**config.mk**
```make
export PLATFORM = sky130hd
export DESIGN_NAME = l2_norm_axis_stream
export DESIGN_NICKNAME = d
export VERILOG_FILES = /design/src/rtl/l2norm_pkg.sv /design/src/rtl/l2_norm_axis_stream_isqrt.sv /design/src/rtl/l2_norm_axis_stream.sv
export SDC_FILE = /design/constraint.sdc
export NUM_CORES = 2
export LEC_CHECK = 0
export CAP_MARGIN = 20
export CORE_MARGIN = 1.5
export CORE_UTILIZATION = 60
export CTS_CLUSTER_SIZE = 20
export DETAILED_ROUTE_END_ITERATION = 10
export HOLD_SLACK_MARGIN = 0.12
export PLACE_DENSITY_LB_ADDON = 0.05
export SYNTH_ARGS = -nofsm -noshare
export SYNTH_HDL_FRONTEND = slang
export SYNTH_SLANG_ARGS = --single-unit
```
**constraint.sdc**
```tcl
create_clock -name clock -period 65.5 [get_ports clock]
set_input_delay 13.1 -clock clock [delete_from_list [all_inputs] [get_ports clock]]
set_output_delay 13.1 -clock clock [all_outputs]
set_load 0.05 [all_outputs]
```
**src/rtl/l2norm_pkg.sv**
```systemverilog
// Shared types and elaboration helpers for the streaming L2-norm engine.
package l2norm_pkg;

  typedef enum logic [1:0] {ACCUM, SQRT, OUTPUT} state_t;

  function automatic int unsigned keep_w(input int unsigned lanes, input int unsigned elem_w);
    return lanes * elem_w / 8;
  endfunction

  function automatic int unsigned root_w(input int unsigned acc_w);
    return acc_w / 2;
  endfunction

  function automatic bit params_ok(input int unsigned lanes, input int unsigned elem_w,
                                   input int unsigned acc_w, input int unsigned out_w);
    return (lanes > 0) && (elem_w % 8 == 0) && (elem_w > 0) && (acc_w % 2 == 0) &&
           (acc_w >= 2 * elem_w + 2) && (out_w >= acc_w / 2) && (out_w % 8 == 0);
  endfunction

endpackage

```
**src/rtl/l2_norm_axis_stream_isqrt.sv**
```systemverilog
// Bit-serial restoring integer square root; the first result bit is resolved on the start edge,
// so done pulses exactly ACC_W/2 cycles after start.
module isqrt_seq
  import l2norm_pkg::*;
#(
  parameter int unsigned ACC_W = 48
) (
  input  logic                   clock,
  input  logic                   reset,
  input  logic                   start,
  input  logic [ACC_W-1:0]       radicand,
  output logic                   busy,
  output logic                   done,
  output logic [ACC_W/2-1:0]     root
);

  localparam int unsigned ROOT_W = root_w(ACC_W);
  localparam int unsigned REM_W  = ROOT_W + 2;
  localparam int unsigned CNT_W  = $clog2(ROOT_W + 1);

  logic [ACC_W-1:0]  x_q, x_cur, x_d;
  logic [REM_W-1:0]  rem_q, rem_cur, rem_d;
  logic [ROOT_W-1:0] root_q, root_cur, root_d;
  logic [CNT_W-1:0]  cnt_q, cnt_d;
  logic              busy_q, done_q;
  logic [REM_W+1:0]  rem2, trial;

  always_comb begin
    x_cur    = start ? radicand : x_q;
    rem_cur  = start ? '0 : rem_q;
    root_cur = start ? '0 : root_q;
    rem2     = {rem_cur, x_cur[ACC_W-1 -: 2]};
    trial    = {2'b00, root_cur, 2'b01};
    x_d      = {x_cur[ACC_W-3:0], 2'b00};
    if (rem2 >= trial) begin
      rem_d  = REM_W'(rem2 - trial);
      root_d = {root_cur[ROOT_W-2:0], 1'b1};
    end else begin
      rem_d  = rem2[REM_W-1:0];
      root_d = {root_cur[ROOT_W-2:0], 1'b0};
    end
    cnt_d = start ? CNT_W'(ROOT_W - 1) : cnt_q - 1'b1;
  end

  always_ff @(posedge clock) begin
    if (reset) begin
      x_q    <= '0;
      rem_q  <= '0;
      root_q <= '0;
      cnt_q  <= '0;
      busy_q <= 1'b0;
      done_q <= 1'b0;
    end else begin
      done_q <= 1'b0;
      if (start || busy_q) begin
        x_q    <= x_d;
        rem_q  <= rem_d;
        root_q <= root_d;
        cnt_q  <= cnt_d;
        busy_q <= (cnt_d != '0);
        done_q <= (cnt_d == '0);
      end
    end
  end

  assign busy = busy_q;
  assign done = done_q;
  assign root = root_q;

endmodule

```
**src/rtl/l2_norm_axis_stream.sv**
```systemverilog
// Streaming L2-norm: saturating sum of squares per tlast-delimited packet, then floor(sqrt)
// emitted as a single-beat result packet. One packet in flight.
module l2_norm_axis_stream
  import l2norm_pkg::*;
#(
  parameter int unsigned LANES  = 4,
  parameter int unsigned ELEM_W = 16,
  parameter int unsigned ACC_W  = 48,
  parameter int unsigned OUT_W  = 32
) (
  input  logic                      clock,
  input  logic                      reset,
  input  logic [LANES*ELEM_W-1:0]   in_tdata,
  input  logic                      in_tvalid,
  input  logic [LANES*ELEM_W/8-1:0] in_tkeep,
  input  logic                      in_tlast,
  input  logic                      in_tuser,
  output logic                      in_tready,
  output logic [OUT_W-1:0]          out_tdata,
  output logic                      out_tvalid,
  input  logic                      out_tready,
  output logic                      out_tuser,
  output logic [OUT_W/8-1:0]        out_tkeep,
  output logic                      out_tlast
);

  localparam int unsigned KEEP_W = keep_w(LANES, ELEM_W);
  localparam int unsigned ROOT_W = root_w(ACC_W);
  localparam int unsigned KB     = ELEM_W / 8;
  localparam int unsigned SUM_W  = 2 * ELEM_W + $clog2(LANES) + 1;
  localparam int unsigned TOT_W  = ((ACC_W > SUM_W) ? ACC_W : SUM_W) + 1;

  if (!params_ok(LANES, ELEM_W, ACC_W, OUT_W) || KEEP_W != LANES * KB) begin : gen_param_check
    $error("l2_norm_axis_stream: illegal parameter combination");
  end

  state_t            state_q;
  logic [ACC_W-1:0]  acc_q, acc_next;
  logic              sat_q, sat_next, sat_pkt_q, overflow;
  logic              in_tready_q, out_tvalid_q, out_tuser_q;
  logic [OUT_W-1:0]  out_tdata_q;
  logic [ELEM_W-1:0] elem, mag;
  logic [2*ELEM_W-1:0] sq;
  logic [SUM_W-1:0]  beat_sum;
  logic [TOT_W-1:0]  total;
  logic              accept, sqrt_start, sqrt_busy, sqrt_done;
  logic [ROOT_W-1:0] root;
  logic              unused_tuser;

  assign unused_tuser = in_tuser;
  assign accept       = in_tvalid & in_tready_q;
  assign sqrt_start   = accept & in_tlast;

  // Lanes with any cleared keep byte contribute nothing.
  always_comb begin
    beat_sum = '0;
    elem     = '0;
    mag      = '0;
    sq       = '0;
    for (int unsigned i = 0; i < LANES; i++) begin
      elem = in_tdata[i*ELEM_W +: ELEM_W];
      mag  = elem[ELEM_W-1] ? (~elem + 1'b1) : elem;
      sq   = (2*ELEM_W)'(mag) * (2*ELEM_W)'(mag);
      if (&in_tkeep[i*KB +: KB]) beat_sum = beat_sum + SUM_W'(sq);
    end
    total    = TOT_W'(acc_q) + TOT_W'(beat_sum);
    overflow = |total[TOT_W-1:ACC_W];
    acc_next = overflow ? '1 : total[ACC_W-1:0];
    sat_next = sat_q | overflow;
  end

  isqrt_seq #(
    .ACC_W(ACC_W)
  ) u_isqrt (
    .clock   (clock),
    .reset   (reset),
    .start   (sqrt_start),
    .radicand(acc_next),
    .busy    (sqrt_busy),
    .done    (sqrt_done),
    .root    (root)
  );

  always_ff @(posedge clock) begin
    if (reset) begin
      state_q      <= ACCUM;
      acc_q        <= '0;
      sat_q        <= 1'b0;
      sat_pkt_q    <= 1'b0;
      in_tready_q  <= 1'b1;
      out_tvalid_q <= 1'b0;
      out_tdata_q  <= '0;
      out_tuser_q  <= 1'b0;
    end else begin
      unique case (state_q)
        ACCUM: begin
          if (accept) begin
            if (in_tlast) begin
              acc_q       <= '0;
              sat_q       <= 1'b0;
              sat_pkt_q   <= sat_next;
              in_tready_q <= 1'b0;
              state_q     <= SQRT;
            end else begin
              acc_q <= acc_next;
              sat_q <= sat_next;
            end
          end
        end
        SQRT: begin
          if (sqrt_done) begin
            state_q      <= OUTPUT;
            out_tvalid_q <= 1'b1;
            out_tdata_q  <= OUT_W'(root);
            out_tuser_q  <= sat_pkt_q;
          end
        end
        OUTPUT: begin
          if (out_tready) begin
            state_q      <= ACCUM;
            out_tvalid_q <= 1'b0;
            in_tready_q  <= 1'b1;
          end
        end
        default: state_q <= ACCUM;
      endcase
    end
  end

  assign in_tready  = in_tready_q;
  assign out_tvalid = out_tvalid_q;
  assign out_tdata  = out_tdata_q;
  assign out_tuser  = out_tuser_q;
  assign out_tlast  = out_tvalid_q;
  assign out_tkeep  = '1;

endmodule

```
# ---- After elaboration in Yosys (flattened, before gate mapping)
# Index checks and enable logic that the tools add are counted.
# Widths: inputs -> output; s select.
dict set report op_classes {
  mul 4
  eq_ne 6
  n_addsub 10
  bitwise_logic 8
  order_cmp 1
  n_mux 29
  reduce_logical 17
}
# operator n
set op_table {}
lappend op_table {{$mux 48} 3}
lappend op_table {{$mul 16x16->32} 4}
lappend op_table {{$add 35x32->35} 3}
lappend op_table {{$mux 35} 3}
lappend op_table {{$add 16x1->16 const B} 4}
lappend op_table {{$mux 16} 4}
lappend op_table {{$not 16->16} 4}
lappend op_table {{$mux 26} 2}
lappend op_table {{$add 48x35->49} 1}
lappend op_table {{$mux 32} 1}
lappend op_table {{$ge 28x26->1} 1}
lappend op_table {{$sub 26x26->26} 1}
lappend op_table {{$mux 24} 1}
lappend op_table {{$reduce_and 2->1} 6}
lappend op_table {{$mux 2} 4}
lappend op_table {{$reduce_and 4->1} 2}
lappend op_table {{$mux 1} 7}
lappend op_table {{$ne 2x2->1 const B} 3}
lappend op_table {{$pmux 2 s3} 1}
lappend op_table {{$reduce_and 3->1} 2}
lappend op_table {{$logic_not 5->1} 1}
lappend op_table {{$mux 5} 1}
lappend op_table {{$reduce_bool 5->1} 1}
lappend op_table {{$sub 5x1->5 const B} 1}
lappend op_table {{other kinds (11)} 14}
dict set report totals {
  inputBits 78
  out_inout_bits 40
  ff_bits 182
}

# ---- Logic depth before layout (Yosys ltp)
dict set report depth {
  ltp_word 16
  depth_mapped 101
  mapped_depth_nobuf 96
}

# ---- Modules after synthesis
# From an unflattened synthesis, not the netlist that was laid out.
dict set report hier_totals {
  cells_unflattened 5366
  area_unflattened_um2 44661.6
}
# module cells_per_inst area_per_inst_um2 seq_area_each_um2 n_inst
set by_module_without_submodules {}
lappend by_module_without_submodules {l2_norm_axis_stream 4592 38559.5 1581.5 1}
lappend by_module_without_submodules {isqrt_seq 774 6102.1 2062.0 1}

# ---- Least setup slack after synthesis
# No wires, ideal clock.
dict set report synth_timing {
  path_type {input to register}
  start {input port in_tdata[0]}
  end {register u_isqrt.rem_q[11]}
  slack_ps 30747
  setup_ps 127
  n_path_buf 3
  required_ps 65373
  arrival_time_ps 34626
  cell_stages 92
  cell_sequence {clkbuf_1 -> inv_1 -> clkbuf_1 -> ha_1 -> nand2b_1 -> xor2_1 -> clkinv_1 -> nand2_1 -> fa_1 -> fa_1 -> inv_1 -> fa_1 -> inv_1 -> fa_1 -> inv_1 -> fa_1 -> inv_1 -> fa_1 -> [56 not listed] -> o211ai_2 -> a21o_1 -> or4_1 -> a31oi_1 -> ha_1 -> nor2b_1 -> o21ai_0 -> a21oi_1 -> o21ai_0 -> a21oi_1 -> o21ai_0 -> nand4b_1 -> a21oi_1 -> or3_1 -> clkbuf_1 -> or3_1 -> mux2i_1 -> or3_1}
}
dict set report synth_via {
  elab_chain_len 16
}
# element line
set synth_lines {}
lappend synth_lines {{start, declared} l2_norm_axis_stream.sv:13} ;# input logic [LANES*ELEM_W-1:0] in_tdata,
lappend synth_lines {{$not 16->16} l2_norm_axis_stream.sv:62} ;# mag = elem[ELEM_W-1] ? (~elem + 1'b1) : elem;
lappend synth_lines {{$add 16x1->16} l2_norm_axis_stream.sv:62}
lappend synth_lines {{$mux 16 (*)} l2_norm_axis_stream.sv:62}
lappend synth_lines {{$mul 16x16->32 (*)} l2_norm_axis_stream.sv:63} ;# sq = (2*ELEM_W)'(mag) * (2*ELEM_W)'(mag);
lappend synth_lines {{$mux 32 (*)} l2_norm_axis_stream.sv:64} ;# if (&in_tkeep[i*KB +: KB]) beat_sum = beat_sum + SUM_W'(sq);
lappend synth_lines {{$add 35x32->35} l2_norm_axis_stream.sv:64}
lappend synth_lines {{$mux 35 (*)} l2_norm_axis_stream.sv:64}
lappend synth_lines {{$add 35x32->35} l2_norm_axis_stream.sv:64}
lappend synth_lines {{$mux 35 (*)} l2_norm_axis_stream.sv:64}
lappend synth_lines {{$add 35x32->35} l2_norm_axis_stream.sv:64}
lappend synth_lines {{$mux 35 (*)} l2_norm_axis_stream.sv:64}
lappend synth_lines {{$add 48x35->49 (*)} l2_norm_axis_stream.sv:66} ;# total = TOT_W'(acc_q) + TOT_W'(beat_sum);
lappend synth_lines {{$mux 48 (*)} l2_norm_axis_stream.sv:68} ;# acc_next = overflow ? '1 : total[ACC_W-1:0];
lappend synth_lines {{$mux 48 (*)} l2_norm_axis_stream_isqrt.sv:29} ;# x_cur = start ? radicand : x_q;
lappend synth_lines {{$sub 26x26->26 / $ge 28x26->1 (equally long branches)} {l2_norm_axis_stream_isqrt.sv:36, l2_norm_axis_stream_isqrt.sv:35}}
lappend synth_lines {{$mux 26 (*)} l2_norm_axis_stream_isqrt.sv:35} ;# if (rem2 >= trial) begin
lappend synth_lines {{end signal, assigned} l2_norm_axis_stream_isqrt.sv:57} ;# rem_q <= rem_d;
lappend synth_lines {{end, declared} l2_norm_axis_stream_isqrt.sv:22} ;# logic [REM_W-1:0] rem_q, rem_cur, rem_d;
# Every way passes the cells marked *; elsewhere a longest branch is shown, timed or not.
# A chain may end at the register's enable or synchronous reset.

# ---- Final worst setup path
dict set report layout_timing {
  start {input port in_tdata[2]}
  end {register u_isqrt.rem_q[11]}
}
# The elaborated chain is that of the path after synthesis.

==> impl_metrics.json <==
{
  "status": "complete, no violations",
  "critPathMaxFanout": 28,
  "fmax_mhz": 25.8,
  "grt.total_usage": 0.307,
  "slew-limit-headroom": 0.240,
  "first_iter_violations": 2087,
  "ys_seq_area_frac": 0.0833,
  "min_to": "u_isqrt.rem_q[0]",
  "layout_min_cycle_time_ns": 38.81,
  "overflow": 0,
  "cts.sinks": 182,
  "area_growth_pct": 6.43,
  "clk_pin_slew_ns": 0.07,
  "die-width_um": 273,
  "hp-start": "u_isqrt.rem_q[0]",
  "yosysTopAreaCell": "fa_1",
  "synth_area_per_cell_um2": 8.35,
  "layout_setup_ws_ns": 26.69,
  "rows": 98,
  "critPathMaxStageDelay_ns": 0.82,
  "via_count": 34700,
  "fill_cells": 6419,
  "setup_tns_ns": 0,
  "worstPathRequired_ns": 65.84,
  "core_area_mm2": 0.0719,
  "arrival_ns": 39.15,
  "finalSetupViolCount": 0,
  "fin_skew_ns": 0.0110,
  "syn_area_mm2": 0.0437,
  "cts_buffer_depth": 2,
  "hold_viol_final": 0,
  "hold_path.class": "reg2reg",
  "firstDrtPassIters": 6,
  "antenna_cells": 0,
  "r2r_slack_ns": 59.14,
  "r2r-start": "acc_q[0]",
  "utilization": 0.648,
  "wl_um": 109000,
  "fin_crit_sh": 0.592,
  "dieArea_mm2": 0.0745,
  "rsz0062_at_grt": "false",
  "postRouteAntennaNets": 0,
  "cts_resized": 0,
  "cts-buffers-inserted": 17,
  "nNetsFinal": 6600,
  "cts_root_buffer": "clkbuf_16",
  "min_path_cells": 2,
  "multiInputGateArea_mm2": 0.0352,
  "ys_ff_latch": 182,
  "start_util": 0.609,
  "synth_cell_type_count": 87,
  "synth_edf_count": 0,
  "slowest_stage": "xor2_1",
  "cts_max_level": 4,
  "drc_errors": 0,
  "routedWlPerCell_um": 17.4,
  "grt_pass1_wl_um": 183000,
  "drv_cap": 0,
  "ys.flop_type": "dfxtp_1",
  "drive_gt1_frac": 0.0304,
  "viasPerCell": 5.52,
  "worst_pin_slew_ns": 1.13,
  "worst_r2r_path_depth": 25,
  "routabilityCongestion": 0.904,
  "hpwl_um": 91100,
  "post-place-ws_ns": 26.43,
  "die_y_um": 273,
  "synth_top_cell_area_share": 0.341,
  "worstReg2RegEnd": "u_isqrt.rem_q[11]",
  "synthCells": 5236,
  "grt_pass1_vias": 35600,
  "timing_worst_setup_path_type": "in2reg",
  "synth_warnings": 0,
  "grt_max_degree": 81,
  "cp-start-kind": "input port",
  "slew_viol_final": 0,
  "register_area_mm2": 0.00364,
  "io_buffer_count": 104,
  "grt_antenna_before_repair": 0,
  "ios": 118,
  "synth_area_leaders": "fa_1, ha_1, inv_1",
  "final_cells": 6274,
  "clk_latency_ns": 0.45,
  "cts_setup_buffers": 0,
  "dp.cells": 6242,
  "async_reset_ff_frac": 0,
  "worstSetupEndpointType": "flip-flop",
  "cts_tree": "done",
  "hold_buffers": 0,
  "crit_top_cell": "fa_1"
}
-- Yosys cell counts, types with 7 or more instances --
| library cell | number |
|---|---|
| or4_1 | 7 |
| a211oi_1 | 65 |
| fa_1 | 746 |
| a22o_1 | 24 |
| a22oi_1 | 36 |
| o21ai_1 | 9 |
| nor4_1 | 7 |
| xor2_1 | 103 |
| nor3_1 | 63 |
| or3_1 | 24 |
| o31ai_1 | 20 |
| o22ai_1 | 14 |
| o41ai_1 | 9 |
| or2_2 | 8 |
| xnor2_1 | 135 |
| buf_4 | 15 |
| buf_1 | 9 |
| nor2_1 | 526 |
| a21boi_0 | 10 |
| inv_1 | 1145 |
| ha_1 | 465 |
| a221oi_1 | 15 |
| a211o_1 | 10 |
| mux2i_1 | 47 |
| o21bai_1 | 24 |
| clkinv_1 | 25 |
| a31oi_1 | 45 |
| nand3_1 | 52 |
| nand3b_1 | 9 |
| o21a_1 | 27 |
| mux2_2 | 26 |
| nand2_1 | 479 |
| clkbuf_1 | 135 |
| nor2b_1 | 24 |
| a21o_1 | 91 |
| nand4_1 | 21 |
| o211ai_1 | 15 |
| o21ai_0 | 134 |
| nand2b_1 | 37 |
| and3_1 | 31 |
| dfxtp_1 | 182 |
| and2_1 | 41 |
| a21oi_1 | 235 |
-- final cells by class --
cell class / instances / share of cell area
clock buffers: 17 / 0.00914
clock inverters: 15 / 0.00347
inverters: 1175 / 0.0948
multi-input cells: 3773 / 0.757
flip-flops and latches: 182 / 0.0783
well taps: 950 / 0.0255
repair buffers: 162 / 0.0317
-- cells in the final DEF, fill, tap and decap left out, types with 134 or more instances in the layout --
cell	instances
inv_1	1145
nand2_1	478
o21ai_0	134
fa_1	746
a21oi_1	234
dfxtp_1	181
ha_1	465
nor2_1	524
xnor2_1	135
-- cell families (layout without fill, tap and decap cells) --
| group | count (synthesis) | after routing | share of synthesized area |
|---|---|---|---|
| buffers and inverters | 1339 | 1369 | 0.116 |
| AND/OR/NAND/NOR | 1354 | 1354 | 0.135 |
| XOR/XNOR | 238 | 238 | 0.0477 |
| flip-flops | 182 | 182 | 0.0833 |
| other | 2 | 60 | 0.000172 |
| adder cells (fa/ha/maj) | 1211 | 1211 | 0.475 |
| AO/OA/AOI/OAI | 837 | 837 | 0.125 |
| multiplexers | 73 | 73 | 0.0175 |
-- state kept, by name, summed over array words and instances, names as in the netlist --
signal         flops
acc_q             48
in_tready          1
out_tdata         24
out_tlast          1
out_tuser          1
sat_pkt_q          1
sat_q              1
state_q            2
u_isqrt.busy       1
u_isqrt.cnt_q      5
u_isqrt.done       1
u_isqrt.rem_q     26
u_isqrt.root      24
u_isqrt.x_q       46
-- per-layer routing --
layer / track usage / part of all wire / up-vias
met5: 0 / 0 / -
met4: 0.0798 / 0.026 / 0
met3: 0.0432 / 0.068 / 155
met2: 0.505 / 0.47 / 952
met1: 0.426 / 0.44 / 16900
li1: - / - / 16600
-- metrics by stage --
step                area, um2  hold WS (ns)
floorplan               44000         0.427
global placement        46000         0.435
detailed placement      46000         0.443
CTS                     46500         0.452
global route            46500         0.478
finish                  46500         0.451
-- worst max-delay path by stage --
stage | start | endpoint | cells past startpoint
6_report | in_tdata[2] | u_isqrt.rem_q[11] | 89
5_1_grt | in_tdata[2] | u_isqrt.rem_q[11] | 90
4_1_cts | in_tdata[2] | u_isqrt.rem_q[11] | 89
3_5_place_dp | in_tdata[2] | u_isqrt.rem_q[11] | 89
3_3_place_gp | in_tdata[2] | u_isqrt.rem_q[11] | 89
2_1_floorplan | in_tdata[0] | u_isqrt.rem_q[11] | 92
-- worst max-delay path: cells and delay by family --
family,cells,cell delay [ns]
fa+ha+maj,24,10.97
compound gates,26,5.94
simple gates,21,5.32
buf+inv,12,2.01
xor+xnor,4,1.54
mux,2,0.20
Power is not shown: default switching activity piles up to over one toggle a cycle in this logic, so the estimate is an artifact.
